$ cat src/rtl/restoring_divider.sv
// Sequential unsigned restoring divider: one quotient bit per clock,
// start/done handshake, registered results held until the next completion.
module restoring_divider #(
  parameter int WIDTH = 4
) (
  input  logic             clock,
  input  logic             resetn,
  input  logic             start,
  input  logic [WIDTH-1:0] dividend,
  input  logic [WIDTH-1:0] divisor,
  output logic [WIDTH-1:0] quotient,
  output logic [WIDTH-1:0] remainder,
  output logic             busy,
  output logic             done,
  output logic             div_by_zero
);

  localparam int CW = $clog2(WIDTH + 1);

  typedef enum logic [1:0] {IDLE, RUN, DONE} state_t;

  state_t           state, state_nxt;
  logic [WIDTH-1:0] r, q, dvs;
  logic [CW-1:0]    count;

  logic             accept;
  logic             zero_dvs;
  logic             last_iter;
  logic [WIDTH:0]   r_sh;
  logic [WIDTH:0]   diff;
  logic [WIDTH-1:0] r_nxt, q_nxt;

  assign accept    = start && (state == IDLE || state == DONE);
  assign zero_dvs  = (divisor == '0);
  assign last_iter = (count == CW'(1));

  // One restoring step. r < dvs always holds, so r_sh < 2*dvs and the
  // WIDTH+1-bit difference lies in (-dvs, dvs): its MSB is the borrow.
  always_comb begin
    r_sh  = {r, q[WIDTH-1]};
    diff  = r_sh - {1'b0, dvs};
    r_nxt = diff[WIDTH] ? r_sh[WIDTH-1:0] : diff[WIDTH-1:0];
    q_nxt = {q[WIDTH-2:0], ~diff[WIDTH]};
  end

  // State register
  always_ff @(posedge clock or negedge resetn) begin
    if (!resetn) state <= IDLE;
    else         state <= state_nxt;
  end

  // Next-state logic; a start in DONE is treated exactly like one in IDLE
  always_comb begin
    state_nxt = state;
    case (state)
      IDLE, DONE: begin
        if (accept) state_nxt = zero_dvs ? DONE : RUN;
        else        state_nxt = IDLE;
      end
      RUN:     if (last_iter) state_nxt = DONE;
      default: state_nxt = IDLE;
    endcase
  end

  // Status outputs decoded from state
  always_comb begin
    busy = (state == RUN);
    done = (state == DONE);
  end

  // Working registers and result registers; results load only on DONE entry
  always_ff @(posedge clock or negedge resetn) begin
    if (!resetn) begin
      r           <= '0;
      q           <= '0;
      dvs         <= '0;
      count       <= '0;
      quotient    <= '0;
      remainder   <= '0;
      div_by_zero <= 1'b0;
    end else if (accept) begin
      if (zero_dvs) begin
        quotient    <= '1;
        remainder   <= dividend;
        div_by_zero <= 1'b1;
      end else begin
        q     <= dividend;
        r     <= '0;
        dvs   <= divisor;
        count <= CW'(WIDTH);
      end
    end else if (state == RUN) begin
      r     <= r_nxt;
      q     <= q_nxt;
      count <= count - CW'(1);
      if (last_iter) begin
        quotient    <= q_nxt;
        remainder   <= r_nxt;
        div_by_zero <= 1'b0;
      end
    end
  end

endmodule

$ cat config.mk
export PLATFORM = sky130hd
export DESIGN_NAME = restoring_divider
export DESIGN_NICKNAME = d
export VERILOG_FILES = /design/src/rtl/restoring_divider.sv
export SDC_FILE = /design/constraint.sdc
export NUM_CORES = 1
export LEC_CHECK = 0
export BUFFER_PORTS_ARGS = -buffer_cell sky130_fd_sc_hd__buf_2
export CAP_MARGIN = 20
export CORE_ASPECT_RATIO = 1.25
export CORE_UTILIZATION = 43
export DETAILED_ROUTE_END_ITERATION = 10
export GPL_ROUTABILITY_DRIVEN = 0
export GPL_TIMING_DRIVEN = 1
export PLACE_DENSITY = 0.66
export SETUP_SLACK_MARGIN = 0.15
export SYNTH_ARGS = -nofsm -noshare
export SYNTH_HDL_FRONTEND = slang
export SYNTH_SLANG_ARGS = --single-unit
$ cat constraint.sdc
create_clock -name clock -period 3.17 [get_ports clock]
set_clock_uncertainty 0.2 [all_clocks]
set_input_delay 0.634 -clock clock [delete_from_list [all_inputs] [get_ports clock]]
set_output_delay 0.634 -clock clock [all_outputs]
set_load 0.005 [all_outputs]
### Yosys cells after proc, flatten, opt, wreduce, memory -nomap -nowiden

Index checks and enable logic that the tools add are counted.

* memories kept: 0
* bits in latches: 0
* bits in writable memories: 0
* word-level logic and storage cells: 54
* bits in registers: 26
* bits in read-only memories: 0
* input bits: 11

* reductions and logical operators: 10
* add/subtract/negate cells: 2
* bitwise logic cells: 2
* magnitude comparators: 0
* multipliers: 0
* shift operators: 0
* mux-type cells: 26
* equality and inequality tests: 6
* div/mod/pow operators: 0

Operators by type and width (number)
* $mux 4: 15
* $mux 3: 3
* $mux 2: 3
* $sub 5x4->5: 1
* $logic_not 4->1: 1
* $mux 1: 4
* $ne 2x1->1 const B: 2
* $pmux 2 s2: 1
* $reduce_and 2->1: 2
* $reduce_bool 2->1: 2
* $eq 3x1->1 const B: 1
* $reduce_and 3->1: 1
* $sub 3x1->3 const B: 1
* $eq 2x1->1 const B: 1
* $eq 2x2->1 const B: 1
* $logic_not 2->1: 1
* $ne 2x2->1 const B: 1
* $not 1->1: 2
* $reduce_or 2->1: 1
* $logic_and 1x1->1: 1
* $logic_or 1x1->1: 1

### Longest topological paths before layout

Gate-level depths: netlist of the first run.

* depth in word-level cells: 5
* gate-level depth with buffers: 8
* depth with buffers taken out: 8

### Least setup slack after synthesis of the first run

No wires, ideal clock.

* path kind: reg2reg
* start: reg q[3]
* end: reg remainder[3]
* library setup time: 130 ps
* required time: 2840 ps
* cell stages (with the launch flop): 9
* slack: 916 ps
* buffers on the path: 0
* data arrival time: 1924 ps
* path through: dfrtp_1 > inv_1 > ha_1 > fa_1 > nand2b_1 > o2bb2ai_4 > and3_1 > a2111oi_2 > o21ai_1

* word-level cells in the longest chain between the ends: 5

Ends and longest elaborated chain
* from (decl): line 23 `logic [WIDTH-1:0] r, q, dvs;`
* from (signal assigned): line 87 `q <= dividend;`
* from (signal assigned): line 94 `q <= q_nxt;`
* $sub 5x4->5: line 41 `diff = r_sh - {1'b0, dvs};`
* $mux 4: line 42 `r_nxt = diff[WIDTH] ? r_sh[WIDTH-1:0] : diff[WIDTH-1:0];`
* $mux 4: line 96 `if (last_iter) begin`
* $mux 4: line 92 `end else if (state == RUN) begin`
* $mux 4: line 81 `end else if (accept) begin`
* to (signal assigned): line 84 `remainder <= dividend;`
* to (signal assigned): line 98 `remainder <= r_nxt;`
* to (decl): line 12 `output logic [WIDTH-1:0] remainder,`

Every way passes these cells. The select of a mux whose other input is x is not followed.
A chain may end at the register's enable or synchronous reset.

### Worst setup path after layout of the first run

Ends and elaborated chain as after synthesis.

==> metrics.txt, run 1 <==
DRC errors left 0; Setup-failing EPs final 0; first-pass GRT wire length 5310 um; Fill cells 302; cts repair resizes 0; Worst Path Required 3130 ps; vias in the first global route 1150; Yosys cell types 37; total gr overflow 0; Leak Pwr 0.776 nW; worst-margin pin slew 585 ps; clock buffer depth 2; Post-CTS Hold Fix Bufs 0; flops & latches, synth 26; asr flop ratio synth 1.00; post-synth top area cell dfrtp_1; fmax 404 MHz; Post-Syn Nets 166; post-synthesis sequential area ratio 0.458; Synth top area share 0.458; Max Cap Viol 0; clk slew on worst S/H paths 90 ps; die area 3540 um^2; fin nets 190; power per cell area 1200 nW/um^2; Top delay family on crit path compound AO/OA/AOI/OAI gates; Post-synth EDFFs 0; initial antenna violation count 0; Hold Path Class primary input to asynchronous set/reset pin; CP Launch Type flop; cts bufs inserted 3; Worst path max stage delay 410 ps; Placed Instances 204; commonest cells after routing, fill and taps aside 26 x dfrtp_1, 21 x buf_2, 18 x nand2_1, 14 x nor2_1; clk_lat worst skew 280 ps; CTS Sinks 26; Cells after Synth 148; critical path peak fanout 10; CP Class flop to flop; ant diodes 0; Post-CTS Setup Repair Bufs 0; Slew Limit Fails 0; CTS tree built; Fin. Hold Viols 0; worst vdd ir 0.527 mV; number of I/O pins 22; Avg Inst Size Synth 9.60 um^2; final non-filler cell total 208; WP data arrival 2430 ps; Total GRT Usage 0.208; DR vias 1152; Slowest-stage cell, CP fa_1; H-tree level count 1; Synth Flop Type dfrtp_1; Tmin final 2470 ps; First DRT Iteration DRCs 37; Setup crit end kind flop; drt via density 5.54; routed wire length 3150 um; final worst path period share 0.780; Starting Density 0.449; Die Width 53.4 um; Area Growth Syn to Fin 15.4%; RSZ-0062 raised after global routing false; commonest non-fill, non-tap cell in the layout dfrtp_1; post-route ant nets 0; slew margin rel. 0.610; top cells by area, synth dfrtp_1 46%, ha_1 5.3%, nand2_1 4.8%; root buf cell clkbuf_8; worst path bufs/invs 1; Placeable Area 3170 um^2; DRT Pass-1 Iters 4; final setup TNS 0 ps; share of cells above drive strength 1 0.216; Avg WL per Cell 15.1 um; worst path cell trace inv_1 > ha_1 > fa_1 > nand2b_1 > o2bb2ai_4 > xnor2_2 > a2111oi_2 > o21ai_1; # rows 23; FF/Latch Area 651 um^2; largest net degree at the start of global routing 27; Final HPWL DP 2370 um; status complete, no violations; footprint of the multi-input gates 718 um^2; Die Ht 66.3 um; Syn Std Cell Area 1420 um^2; Syn. warnings 0; number of port buffers 21
-- cells in the mapped netlist (all sizes together) (2+ instances only) --
cell type / count
o211ai: 5
a21o: 4
a22o: 4
buf: 3
nor2b: 3
nand3: 7
xnor2: 2
a21oi: 9
nand2: 21
a31oi: 5
dfrtp: 26
nor2: 15
o21ai: 8
or3: 2
nand2b: 3
a41oi: 2
inv: 9
ha: 6
and3: 2
-- power breakdown --
group / leakage (nW) / internal [mW] / switching, mW / total (mW)
clock network: 0.0357 / 0.169 / 0.111 / 0.280
registers: 0.310 / 0.495 / 0.120 / 0.615
logic: 0.430 / 0.473 / 0.603 / 1.08
-- worst reg2reg max path, cell delays in order, from the launching register on --
cell	delay, ps
dfrtp_1	370
inv_1	60
ha_1	230
fa_1	410
nand2b_1	200
o2bb2ai_4	210
xnor2_2	200
a2111oi_2	370
o21ai_1	110
-- layer usage --
| layer | share of wire | vias to the layer above | global-route usage |
|---|---|---|---|
| met3 | 0.022 | 7 | 0.0299 |
| met1 | 0.47 | 557 | 0.268 |
| met5 | 0 | - | 0 |
| met4 | 0.019 | 0 | 0.0855 |
| li1 | - | 570 | - |
| met2 | 0.49 | 18 | 0.341 |
-- logic make-up after synthesis --
logic type / share of synthesized area
AO/OA/AOI/OAI: 0.215
flip-flops: 0.458
multiplexers: 0.00704
adder cells (fa/ha/maj): 0.0669
XOR/XNOR: 0.0238
buffers and inverters: 0.0370
AND/OR/NAND/NOR: 0.193
-- sequential cells by signal, indices dropped and copies added, names as in the netlist --
signal       count
count            3
state            2
q                4
remainder        4
div_by_zero      1
quotient         4
dvs              4
r                4
-- worst paths after layout --
path                             startpoint      endpoint  slack (ps)  depth (start not counted)
max in group asynchronous            resetn      count[0]        2240                          1
worst min-delay path                 resetn        dvs[1]         150                          1
worst max register to register         q[3]  remainder[3]         700                          8
worst max-delay path                   q[3]  remainder[3]         700                          8
worst min register to register  quotient[2]   quotient[2]         300                          2
min in group clock              quotient[2]   quotient[2]         300                          2
-- through the flow --
step	hold WS [ps]	setup WS [ps]	instance area (um^2)	total power, mW	util
4_1_cts	170	688	1640	1.98	0.518
3_5_place_dp	282	698	1570	1.69	0.496
6_report	146	697	1640	1.97	0.518
5_1_grt	185	577	1640	2.15	0.518
2_1_floorplan	138	916	1420	1.42	-
3_3_place_gp	279	856	1570	1.64	0.496
-- cell type report --
| cell class | instances | area share |
|---|---|---|
| sequential | 26 | 0.397 |
| clock inverter | 1 | 0.0183 |
| clock buffer | 3 | 0.0252 |
| multi-input combinational | 109 | 0.438 |
| timing repair buffer | 23 | 0.0732 |
| tap | 37 | 0.0282 |
| inverter | 9 | 0.0206 |
No activity file was read; power rests on OpenSTA's default activity.
==> run 2, diff against run 1 <==
==> constraint.sdc (replaced) <==
create_clock -name clock -period 2.3 [get_ports clock]
set_clock_uncertainty 0.2 [all_clocks]
set_input_delay 0.46 -clock clock [delete_from_list [all_inputs] [get_ports clock]]
set_output_delay 0.46 -clock clock [all_outputs]
set_load 0.005 [all_outputs]
==> run 2 against run 1 <==
  * Cell count is 3.8% higher
  * Maximum frequency is 9.9% higher
  * Clock power is 38% higher
  * Critical path type unchanged
  * Critical path depth is 1 lower
  * Largest cell class unchanged
  * Highest routed layer unchanged
  * Critical endpoint unchanged
  * Worst hold slack better by 90 ps
  * Non-clock buffer count is 8 higher
  * Register-to-register slack worse by 650 ps
==> metrics.txt, run 2 (synthesized netlist as in run 1, its figures left out) <==
status complete, no violations (unchanged); CTS tree built (unchanged); worst path bufs/invs 0 (was 1); clk_lat worst skew 270 ps (was 280 ps); Worst Path Required 2260 ps (was 3130 ps); global-route track usage on met1 0.275 (was 0.268); CTS Sinks 26 (unchanged); power per cell area 1720 nW/um^2 (was 1200 nW/um^2); WP data arrival 2210 ps (was 2430 ps); vias in the first global route 1177 (was 1150); met2 Usage GRT 0.359 (was 0.341); Hold Path Class primary input to flop (was primary input to asynchronous set/reset pin); Tmin final 2250 ps (was 2470 ps); die area 3540 um^2 (unchanged); RSZ-0062 raised after global routing true (was false); Placed Area 1590 um^2 (was 1570 um^2); Die Width 53.4 um (unchanged); clock buffer depth 2 (unchanged); total gr overflow 0 (unchanged); Top delay family on crit path compound AO/OA/AOI/OAI gates (unchanged); first-pass GRT wire length 5510 um (was 5310 um); Starting Density 0.449 (unchanged); Slowest-stage cell, CP dfrtp_1 (was fa_1); Setup-failing EPs final 0 (unchanged); Die Ht 66.3 um (unchanged); post-route ant nets 0 (unchanged); final non-filler cell total 216 (was 208); worst path cell trace ha_4 > fa_2 > nand2b_4 > o2bb2ai_4 > and3_4 > a2111oi_2 > o21ai_1 (was inv_1 > ha_1 > fa_1 > nand2b_1 > o2bb2ai_4 > xnor2_2 > a2111oi_2 > o21ai_1); Worst R2R Path Depth 7 (was 8); Final Util 0.560 (was 0.518); fmax 445 MHz (was 404 MHz); # rows 23 (unchanged); Final HPWL DP 2330 um (was 2370 um); Area Growth Syn to Fin 24.8% (was 15.4%); First DRT Iteration DRCs 33 (was 37); number of port buffers 21 (unchanged); CP Launch Type flop (unchanged); DRT Pass-1 Iters 4 (unchanged); slew margin rel. 0.601 (was 0.610); Tot Pwr 3.06 mW (was 1.97 mW); GR Layer Usage met3 0.0230 (was 0.0299); Leak Pwr 0.819 nW (was 0.776 nW); Fin. Hold Viols 0 (unchanged); Avg WL per Cell 15.3 um (was 15.1 um); share of cells above drive strength 1 0.307 (was 0.216); design area 1770 um^2 (was 1640 um^2); Setup crit end kind flop (unchanged); routed wire length 3300 um (was 3150 um); cts bufs inserted 3 (unchanged); root buf cell clkbuf_8 (unchanged); commonest cells after routing, fill and taps aside 26 x dfrtp_1, 21 x buf_2, 18 x nand2_1, 13 x nor2_1, 9 x buf_4 (was 26 x dfrtp_1, 21 x buf_2, 18 x nand2_1, 14 x nor2_1); critical path peak fanout 7 (was 10); Placed Instances 205 (was 204); number of I/O pins 22 (unchanged); worst-margin pin slew 599 ps (was 585 ps); Total GRT Usage 0.216 (was 0.208); fin nets 198 (was 190); Placeable Area 3170 um^2 (unchanged); dpl ws 22.8 ps (was 698 ps); commonest non-fill, non-tap cell in the layout dfrtp_1 (unchanged); CP Class flop to flop (unchanged); DR vias 1222 (was 1152); Critical Path Stages 7 (was 8); ant diodes 0 (unchanged); DRC errors left 0 (unchanged); drt via density 5.66 (was 5.54); Slew Limit Fails 0 (unchanged); clk slew on worst S/H paths 100 ps (was 90 ps); Hold Path Depth 2; initial antenna violation count 0 (unchanged); largest net degree at the start of global routing 27 (unchanged); H-tree level count 1 (unchanged); final worst path period share 0.978 (was 0.780); busiest grt layer met2 (unchanged); Worst path max stage delay 430 ps (was 410 ps); Final Worst Setup Slack 50.4 ps (was 697 ps); worst vdd ir 0.969 mV (was 0.527 mV); Max Cap Viol 0 (unchanged)
[run 2: final cells by class]
cell class | instances | area, um^2
well taps | 37 | 46.3
clock buffers | 3 | 41.3
inverters | 9 | 33.8
multi-input cells | 109 | 790
repair buffers | 31 | 183
clock inverters | 1 | 30.0
fillers | 290 | 1390
flip-flops and latches | 26 | 651
[run 2: worst paths after layout]
| kind | start | endpoint | slack, ps |
|---|---|---|---|
| worst max-delay path | dvs[0] | remainder[3] | 50 |
| worst min-delay path | divisor[3] | dvs[3] | 240 |
| worst max register to register | dvs[0] | remainder[3] | 50 |
| worst min register to register | quotient[2] | quotient[2] | 300 |
| max in group asynchronous | resetn | r[0] | 990 |
| min in group asynchronous | resetn | state[0] | 510 |
[run 2: per-stage QoR]
step	setup TNS, ps	hold slack (ps)
after global routing	-11.0	241
final	0	237
after detailed placement	0	281
after global placement	0	278
after CTS	0	232
after floorplan	0	-35.6
[run 2: repair_timing]
action	in CTS	in global routing
setup buffers	5	1
hold endpoints to repair	15	0
resized for setup	5	7
pin swaps	5	4
hold buffers	1	0
endpoints found under the setup margin	6	8
cloned	0	0
[run 2: worst register-to-register path, stage by stage, from the launching register on]
cell and delay (ps):
dfrtp_1 430, ha_4 180, fa_2 340, nand2b_4 160, o2bb2ai_4 190, and3_4 220, a2111oi_2 310, o21ai_1 100
[run 2: metal layers]
layer	up-vias	part of all wire
li1	588	-
met1	603	0.44
met2	23	0.50
met3	8	0.029
met4	0	0.026
met5	-	0
[run 2: where the power goes]
group	leakage [nW]	switching (mW)	internal, mW
Clock	0.0357	0.152	0.233
Sequential	0.310	0.170	0.682
Combinational	0.473	0.960	0.861
